[config.mk]
export PLATFORM = sky130hd
export DESIGN_NAME = multicycle_mips_core
export DESIGN_NICKNAME = d
export VERILOG_FILES = /design/src/rtl/mips_pkg.sv /design/src/rtl/mc_regfile.sv /design/src/rtl/multicycle_mips_core.sv
export SDC_FILE = /design/constraint.sdc
export NUM_CORES = 2
export LEC_CHECK = 0
export CORE_UTILIZATION = 57
export DETAILED_ROUTE_END_ITERATION = 8
export MAX_ROUTING_LAYER = met4
export PLACE_DENSITY_LB_ADDON = 0.05
export SLEW_MARGIN = 20
export SYNTH_ARGS = -nofsm -noshare
export SYNTH_HDL_FRONTEND = slang
export SYNTH_SLANG_ARGS = --single-unit
[constraint.sdc]
create_clock -name clk -period 4.8 [get_ports clk]
set_input_delay 0.72 -clock clk [delete_from_list [all_inputs] [get_ports clk]]
set_output_delay 0.72 -clock clk [all_outputs]
set_load 0.02 [all_outputs]
[src/rtl/mips_pkg.sv]
// Shared encodings for the multi-cycle MIPS core: opcodes, functs, FSM states,
// ALU operations and the instruction classifier used by EXEC.
package mips_pkg;

  localparam logic [5:0] OP_RTYPE = 6'h00;
  localparam logic [5:0] OP_J     = 6'h02;
  localparam logic [5:0] OP_BEQ   = 6'h04;
  localparam logic [5:0] OP_ADDI  = 6'h08;
  localparam logic [5:0] OP_LW    = 6'h23;
  localparam logic [5:0] OP_SW    = 6'h2B;

  localparam logic [5:0] FN_ADD = 6'h20;
  localparam logic [5:0] FN_SUB = 6'h22;
  localparam logic [5:0] FN_AND = 6'h24;
  localparam logic [5:0] FN_OR  = 6'h25;
  localparam logic [5:0] FN_SLT = 6'h2A;

  typedef enum logic [2:0] {
    FETCH, DECODE, EXEC, MEM, WB, HALT
  } state_e;

  typedef enum logic [2:0] {
    ALU_ADD, ALU_SUB, ALU_AND, ALU_OR, ALU_SLT
  } alu_op_e;

  typedef struct packed {
    logic    rtype;
    logic    addi;
    logic    lw;
    logic    sw;
    logic    beq;
    logic    jmp;
    logic    bad;
    alu_op_e op;
  } dec_t;

  // Unsupported opcodes and R-type functs both land on bad.
  function automatic dec_t decode(input logic [31:0] ir);
    dec_t d;
    d    = '0;
    d.op = ALU_ADD;
    case (ir[31:26])
      OP_RTYPE: begin
        d.rtype = 1'b1;
        case (ir[5:0])
          FN_ADD:  d.op = ALU_ADD;
          FN_SUB:  d.op = ALU_SUB;
          FN_AND:  d.op = ALU_AND;
          FN_OR:   d.op = ALU_OR;
          FN_SLT:  d.op = ALU_SLT;
          default: d.bad = 1'b1;
        endcase
      end
      OP_ADDI: d.addi = 1'b1;
      OP_LW:   d.lw   = 1'b1;
      OP_SW:   d.sw   = 1'b1;
      OP_BEQ:  d.beq  = 1'b1;
      OP_J:    d.jmp  = 1'b1;
      default: d.bad  = 1'b1;
    endcase
    return d;
  endfunction

endpackage

[src/rtl/mc_regfile.sv]
// 32x32 register file: two async read ports, one debug read port, one
// synchronous write port; $0 always reads zero and ignores writes.
module mc_regfile (
  input  logic        clk,
  input  logic        we,
  input  logic [4:0]  waddr,
  input  logic [31:0] wdata,
  input  logic [4:0]  raddr_a,
  input  logic [4:0]  raddr_b,
  input  logic [4:0]  dbg_raddr,
  output logic [31:0] rdata_a,
  output logic [31:0] rdata_b,
  output logic [31:0] dbg_rdata
);

  logic [31:0] regs [32];

  always_ff @(posedge clk) begin
    if (we && waddr != 5'd0) regs[waddr] <= wdata;
  end

  // Reads see the pre-write value during a write cycle.
  assign rdata_a   = (raddr_a   == 5'd0) ? '0 : regs[raddr_a];
  assign rdata_b   = (raddr_b   == 5'd0) ? '0 : regs[raddr_b];
  assign dbg_rdata = (dbg_raddr == 5'd0) ? '0 : regs[dbg_raddr];

endmodule

[src/rtl/multicycle_mips_core.sv]
// Multi-cycle MIPS-subset core: one shared ALU, one req/ready memory port,
// wait-state timeout, misalignment and illegal-instruction traps.
module multicycle_mips_core
  import mips_pkg::*;
#(
  parameter logic [31:0] RESET_PC        = 32'h0000_0000,
  parameter bit          HALT_ON_ILLEGAL = 1'b1,
  parameter int          MEM_TIMEOUT     = 16,
  parameter int          TIMEOUT_W       = 8
) (
  input  logic        clk,
  input  logic        rst_n,
  output logic        mem_req,
  output logic        mem_we,
  output logic [31:0] mem_addr,
  output logic [31:0] mem_wdata,
  input  logic        mem_ready,
  input  logic [31:0] mem_rdata,
  output logic [31:0] pc_out,
  output logic        retire,
  output logic        halted,
  output logic        illegal,
  output logic        bus_err,
  input  logic [4:0]  dbg_raddr,
  output logic [31:0] dbg_rdata
);

  state_e               state, state_nx;
  logic [31:0]          pc, ir, a, b, imm, alu_out, mdr;
  logic [31:0]          alu_b, alu_res, rs_data, rt_data, rf_wdata;
  logic [4:0]           rf_waddr;
  logic [TIMEOUT_W-1:0] wait_cnt;
  logic                 req_en, rf_we, done, timeout_hit, misaligned, fetch_req;
  dec_t                 dec;

  assign dec = decode(ir);

  // req_en keeps the port quiet while reset is held; fetch starts on the
  // first clock after release.
  assign fetch_req = (state == FETCH) && req_en;
  assign mem_req   = fetch_req || (state == MEM);
  assign mem_we    = (state == MEM) && dec.sw;
  assign mem_addr  = fetch_req ? pc : (state == MEM) ? alu_out : '0;
  assign mem_wdata = mem_we ? b : '0;
  assign done      = mem_req && mem_ready;
  assign pc_out    = pc;

  assign timeout_hit = (MEM_TIMEOUT != 0) && mem_req && !mem_ready &&
                       (wait_cnt == TIMEOUT_W'(MEM_TIMEOUT - 1));

  assign alu_b = dec.rtype ? b : imm;

  always_comb begin
    alu_res = a + alu_b;
    case (dec.op)
      ALU_SUB: alu_res = a - alu_b;
      ALU_AND: alu_res = a & alu_b;
      ALU_OR:  alu_res = a | alu_b;
      ALU_SLT: alu_res = {31'b0, $signed(a) < $signed(alu_b)};
      default: ;
    endcase
  end

  assign misaligned = (dec.lw || dec.sw) && (alu_res[1:0] != 2'b00);

  always_ff @(posedge clk) begin
    if (!rst_n) state <= FETCH;
    else        state <= state_nx;
  end

  always_comb begin
    state_nx = state;
    retire   = 1'b0;
    rf_we    = 1'b0;
    case (state)
      FETCH: begin
        if (timeout_hit) state_nx = HALT;
        else if (done)   state_nx = DECODE;
      end
      DECODE: state_nx = EXEC;
      EXEC: begin
        if (dec.bad) begin
          if (HALT_ON_ILLEGAL) state_nx = HALT;
          else begin
            retire   = 1'b1;
            state_nx = FETCH;
          end
        end else if (dec.beq || dec.jmp) begin
          retire   = 1'b1;
          state_nx = FETCH;
        end else if (dec.lw || dec.sw) begin
          state_nx = misaligned ? HALT : MEM;
        end else begin
          state_nx = WB;
        end
      end
      MEM: begin
        if (timeout_hit) state_nx = HALT;
        else if (done) begin
          if (dec.sw) begin
            retire   = 1'b1;
            state_nx = FETCH;
          end else begin
            state_nx = WB;
          end
        end
      end
      WB: begin
        rf_we    = 1'b1;
        retire   = 1'b1;
        state_nx = FETCH;
      end
      HALT:    ;
      default: state_nx = HALT;
    endcase
  end

  always_ff @(posedge clk) begin
    if (!rst_n) begin
      pc       <= RESET_PC;
      ir       <= '0;
      a        <= '0;
      b        <= '0;
      imm      <= '0;
      alu_out  <= '0;
      mdr      <= '0;
      wait_cnt <= '0;
      req_en   <= 1'b0;
      halted   <= 1'b0;
      illegal  <= 1'b0;
      bus_err  <= 1'b0;
    end else begin
      req_en <= 1'b1;
      if (mem_req) wait_cnt <= mem_ready ? '0 : wait_cnt + TIMEOUT_W'(1);
      if (timeout_hit) begin
        bus_err <= 1'b1;
        halted  <= 1'b1;
      end
      case (state)
        FETCH: if (done) begin
          ir <= mem_rdata;
          pc <= pc + 32'd4;
        end
        DECODE: begin
          a   <= rs_data;
          b   <= rt_data;
          imm <= {{16{ir[15]}}, ir[15:0]};
        end
        EXEC: begin
          alu_out <= alu_res;
          if (dec.bad) begin
            illegal <= 1'b1;
            if (HALT_ON_ILLEGAL) halted <= 1'b1;
          end else if (dec.beq && a == b) begin
            pc <= pc + {imm[29:0], 2'b00};
          end else if (dec.jmp) begin
            pc <= {pc[31:28], ir[25:0], 2'b00};
          end else if (misaligned) begin
            bus_err <= 1'b1;
            halted  <= 1'b1;
          end
        end
        MEM: if (done && dec.lw) mdr <= mem_rdata;
        default: ;
      endcase
    end
  end

  assign rf_waddr = dec.rtype ? ir[15:11] : ir[20:16];
  assign rf_wdata = dec.lw ? mdr : alu_out;

  mc_regfile u_rf (
    .clk       (clk),
    .we        (rf_we),
    .waddr     (rf_waddr),
    .wdata     (rf_wdata),
    .raddr_a   (ir[25:21]),
    .raddr_b   (ir[20:16]),
    .dbg_raddr (dbg_raddr),
    .rdata_a   (rs_data),
    .rdata_b   (rt_data),
    .dbg_rdata (dbg_rdata)
  );

endmodule

* After elaboration in Yosys (flattened, before gate mapping)
Memory sizes are Yosys's and may differ from the RTL's. A register that Yosys moved wholly into a read port is not among the register bits.
Index checks and enable logic that the tools add are counted.
** Word-level totals
- Bits in registers :: 223
- Latch bits :: 0
- RAM bits :: 1024
- Memory bits (read-only) :: 0
- Output and inout bits :: 134
- Word-level logic and storage cells :: 141
- Memories kept :: 1
** Operators by class
- Add/sub/neg operators :: 5
- $mul :: 0
- Divide/modulo/power cells :: 0
- Magnitude comparators :: 1
- Equal/unequal tests :: 27
- Shift operators :: 0
- Mux-type cells :: 61
- Bitwise gates (word level) :: 3
- Reductions and logical operators :: 29
** Memory list
- u_rf.regs :: depth 32, width 32, read ports 3, clocked after memory_dff 2, wr ports 1, RTL line mc_regfile.sv:16 : logic [31:0] regs [32];
** Operators with widths (count)
- $mux W32 :: 11
- $pmux W32 S4 :: 1
- $add A32 B32 Y32 :: 2
- $pmux W32 S2 :: 1
- $eq A6 B6 Y1 const B :: 7
- $add A32 B3 Y32 const B :: 1
- $and A32 B32 Y32 :: 1
- $eq A32 B32 Y1 :: 1
- $lt A32 B32 Y1 :: 1
- $or A32 B32 Y32 :: 1
- $sub A32 B32 Y32 :: 1
- $mux W3 :: 10
- $mux W28 :: 1
- $mux W1 :: 27
- $mux W5 :: 5
- $pmux W3 S6 :: 1
- $logic_not A5 Y1 :: 3
- $eq A3 B2 Y1 const B :: 4
- $pmux W3 S4 :: 1
- $reduce_or A5 Y1 :: 2
- $eq A3 B3 Y1 const B :: 3
- $logic_and A1 B1 Y1 :: 9
- $ne A3 B3 Y1 const B :: 3
- $add A8 B1 Y8 const B :: 1
- 19 further kinds :: 28

* Longest topological paths before layout
- Word-level depth :: 12
- Mapped depth :: 19

* Cells and area by module
Synthesis repeated with hierarchy kept, for this count alone.
** Unflattened totals
- Cells, all modules :: 5546
- Area total of the unflattened synthesis :: 73053.8 um^2
** By module, submodules not included
- mc_regfile :: instances 1, cells an instance 3228, area an instance 56121.3 um^2
- multicycle_mips_core :: instances 1, cells an instance 2318, area an instance 16932.5 um^2

* Worst setup path before layout
No wires, ideal clock.
- Path kind :: register -> register
- Start point :: register ir[31]
- End point :: register alu_out[27]
- Setup time :: 0.126 ns
- Arrival time :: 4.387 ns
- Required time :: 4.674 ns
- Setup slack :: 0.287 ns
- Stages on the path, launching flop included :: 19
- Buffers on the path :: 4
- Cells stage by stage :: dfxtp_1 nor4_2 and2_1 clkbuf_1 buf_1 buf_1 a21o_1 inv_1 ha_1 buf_2 inv_1 or4_1 or3_1 or3_1 o22ai_2 o21ai_2 and3_4 a2111oi_2 a21oi_1
** On the way
- Cells in the longest elaborated chain, start to end :: 5
** RTL lines
- start, declared :: RTL line multicycle_mips_core.sv:29 : logic [31:0] pc, ir, a, b, imm, alu_out, mdr;
- start signal, assigned :: RTL line multicycle_mips_core.sv:141 : ir <= mem_rdata;
- $logic_not A6 Y1 (*) :: RTL line mips_pkg.sv:42 : case (ir[31:26])
- $mux W1 :: RTL line mips_pkg.sv:42
- $mux W32 :: RTL line multicycle_mips_core.sv:51 : assign alu_b = dec.rtype ? b : imm;
- $add A32 B32 Y32, or another cell as far along :: RTL line multicycle_mips_core.sv:54 : alu_res = a + alu_b;
- $pmux W32 S4 (*) :: RTL line multicycle_mips_core.sv:55 : case (dec.op)
- end signal, assigned :: RTL line multicycle_mips_core.sv:150 : alu_out <= alu_res;
- end, declared :: RTL line multicycle_mips_core.sv:29
Every way passes the cells marked *; elsewhere a longest branch is shown, timed or not.
A chain may end at the register's enable or synchronous reset.

* Worst setup path after layout
Ends and elaborated chain as after synthesis.

==> results.sh <==
export IMPL_h_tree_depth=4
export IMPL_post_route_min_period_ns=4.528
export IMPL_max_freq_mhz=220.9
export IMPL_area_growth_pct=13.46
export IMPL_initial_core_util=0.5751
export IMPL_irDropWorstVdd_mv=0.3820
export IMPL_final_antenna_net_count=0
export IMPL_place_congestion=1.034
export IMPL_post_route_period_util=0.9433
export IMPL_grt_use_total=0.4032
export IMPL_routed_via_density=7.408
export IMPL_clock_latency_ns=0.80
export IMPL_synth_warning_count=0
export IMPL_critical_path_max_fanout=18
export IMPL_crit_type="reg2reg"
export IMPL_worst_slew_pin_slew_ns=1.151
export IMPL_dieArea_um2=128100
export IMPL_drive_gt1_frac=0.2986
export IMPL_synthesis_area_um2=72220
export IMPL_fin_tns_setup_ns=0
export IMPL_final_nets=5106
export IMPL_numCtsBuffers=140
export IMPL_setup_viol=0
export IMPL_synth_edf_count=1024
export IMPL_slew_limit_headroom=0.2326
export IMPL_clock_skew_ns=0.04700
export IMPL_dp_hpwl_um=157500
export IMPL_post_drt_wl_per_cell_um=36.76
export IMPL_first_pass_iters=6
export IMPL_status="finished clean"
export IMPL_avgSynthCellArea_um2=15.18
export IMPL_wirelength_um=246600
export IMPL_die_w_um=358.0
export IMPL_synthCells=4757
export IMPL_cts_resized=0
export IMPL_io_buffers=171
export IMPL_antenna_found_initial=15
export IMPL_cp_end_kind="flip-flop"
export IMPL_final_util=0.6526
export IMPL_cts_clk_slew_worst_paths_ns=0.06
export IMPL_io_pins=174
export IMPL_drc=0
export IMPL_cp_required_ns=5.47
export IMPL_grt_pass1_vias=48274
export IMPL_clock_sinks=1255
export IMPL_synth_seq_cells=1255
export IMPL_grt_pass1_wl_um=351200
export IMPL_ctsHoldBuffers=0
export IMPL_grt_start_max_net_pins=113
export IMPL_synthArstFlopShare=0
export IMPL_seq_area_frac_synth=0.4898
export IMPL_seqCellArea_um2=35410
export IMPL_multiInputGateArea_um2=35390
export IMPL_root_buffer="clkbuf_16"
export IMPL_power_leakage_uw=0.02624
export IMPL_cts_setup_buffers=0
export IMPL_drt_iter0_markers=8016
export IMPL_maxCapViolCount=0
export IMPL_hold_viol_final=0
export IMPL_vias=49693
export IMPL_cts_tree="done"
export IMPL_timing_final_max_slew_violations=0
export IMPL_fill_cells=8907
export IMPL_core_um2=125600
export IMPL_powerDensity_nw_per_um2=396.5
export IMPL_row_count=130
export IMPL_ys_flop_type="edfxtp_1"
export IMPL_die_y_um=358.0
export IMPL_grt_remaining_overflow=0
export IMPL_yosysUniqueCellTypes=91
export IMPL_rsz0062_at_grt="false"
export IMPL_clock_path_buffers=3
export IMPL_arrival_ns=5.20
export IMPL_startpoint_type="flip-flop"
export IMPL_worstHoldPathType="in2reg"
-- sequential cells by signal, summed over array words and instances (netlist names), named ones only --
| register | flops |
|---|---|
| state | 3 |
| halted | 1 |
| wait_cnt | 8 |
| req_en | 1 |
| u_rf.regs | 1024 |
| bus_err | 1 |
| illegal | 1 |
| alu_out | 32 |
| b | 32 |
| pc_out | 30 |
| mdr | 32 |
| a | 32 |
| imm | 16 |
| ir | 32 |
-- cell families (layout without fill, tap and decap cells) --
| family | count (synthesis) | after routing | synth area share |
|---|---|---|---|
| simple gates | 933 | 933 | 0.06126 |
| other cells | 1 | 42 | 0.00005192 |
| flops | 1255 | 1255 | 0.4898 |
| compound gates | 757 | 757 | 0.07029 |
| buf+inv | 501 | 761 | 0.02640 |
| fa+ha+maj | 132 | 132 | 0.02315 |
| xor+xnor | 64 | 64 | 0.007761 |
| mux | 1114 | 1114 | 0.3213 |
-- Yosys cell counts, types with 47 or more instances --
library cell | instances | share of area
ha_1 | 128 | 0.022
mux4_2 | 960 | 0.30
mux2i_1 | 121 | 0.017
a21oi_1 | 149 | 0.010
edfxtp_1 | 1024 | 0.43
nand2_1 | 368 | 0.019
buf_1 | 103 | 0.0054
nand3_1 | 47 | 0.0033
clkbuf_1 | 264 | 0.014
and2_1 | 114 | 0.0099
nor2_1 | 188 | 0.0098
inv_1 | 114 | 0.0059
o21ai_0 | 161 | 0.011
dfxtp_1 | 231 | 0.064
a21boi_0 | 86 | 0.0089
-- cell type report --
type | count | share of cell area
sequential | 1255 | 0.4322
multi-input combinational | 3034 | 0.4318
timing repair buffer | 387 | 0.04917
clock buffer | 180 | 0.04675
tap | 1650 | 0.02519
clock inverter | 77 | 0.009284
inverter | 117 | 0.005360
antenna | 8 | 0.0002443
-- stage by stage --
stage               cells  total power, µW  setup slack (ns)  hold slack (ns)  area, µm²
floorplan            4790            18410            0.2867           0.4400      72340
global placement     6443            21560            0.2286           0.4461      77300
detailed placement   6443            21610            0.1420           0.4556      77300
CTS                  6700            32350           0.09579           0.3768      81890
global route         6705            33420           0.06850           0.4051      81930
finish               6708            32490            0.2723           0.3949      81940
-- routing by layer --
| layer | part of all wire | track usage |
|---|---|---|
| met1 | 0.37 | 0.5412 |
| met2 | 0.46 | 0.5906 |
| met3 | 0.12 | 0.09206 |
| met4 | 0.053 | 0.1842 |
| met5 | 0 | - |
-- path summary, 6_finish.rpt --
check / endpoint / depth (start not counted) / slack, ns / startpoint
setup / recovery: alu_out[27] / 16 / 0.27 / ir[31]
hold / removal: req_en / 1 / 0.39 / rst_n
setup reg to reg: alu_out[27] / 16 / 0.27 / ir[31]
hold reg to reg: mdr[24] / 2 / 0.46 / mdr[24]
-- where the power goes --
part	internal [µW]	leakage (µW)	switching (µW)
Clock	6270	0.00226	4620
Sequential	12600	0.0113	667
Combinational	3410	0.0127	4930
-- cell usage in the layout, fill, tap and decap left out, types with 46 or more instances in the layout --
cell,synthesis,routed
edfxtp_1,1024,1024
mux4_2,960,960
nand2_1,368,368
dfxtp_1,231,220
nor2_1,188,171
clkdlybuf4s50_1,0,165
buf_4,2,163
o21ai_0,161,160
a21oi_1,149,149
clkbuf_16,0,146
ha_1,128,128
mux2i_1,121,121
inv_1,114,114
and2_1,114,110
a21boi_0,86,86
buf_12,0,55
nand3_1,47,46
-- critical path, cell delays in order, from the launching register on --
cell and delay, ns:
dfxtp_1 0.35, nor4_4 0.39, nand2_1 0.12, buf_4 0.25
and2_1 0.34, a21o_1 0.23, inv_1 0.08, ha_1 0.26
inv_2 0.12, or4_1 0.55, or3_1 0.37, or3_1 0.34
o22ai_2 0.30, o21ai_2 0.12, and3_4 0.19, a2111oi_2 0.28
a21oi_1 0.11
No activity file was read; power rests on OpenSTA's default activity.
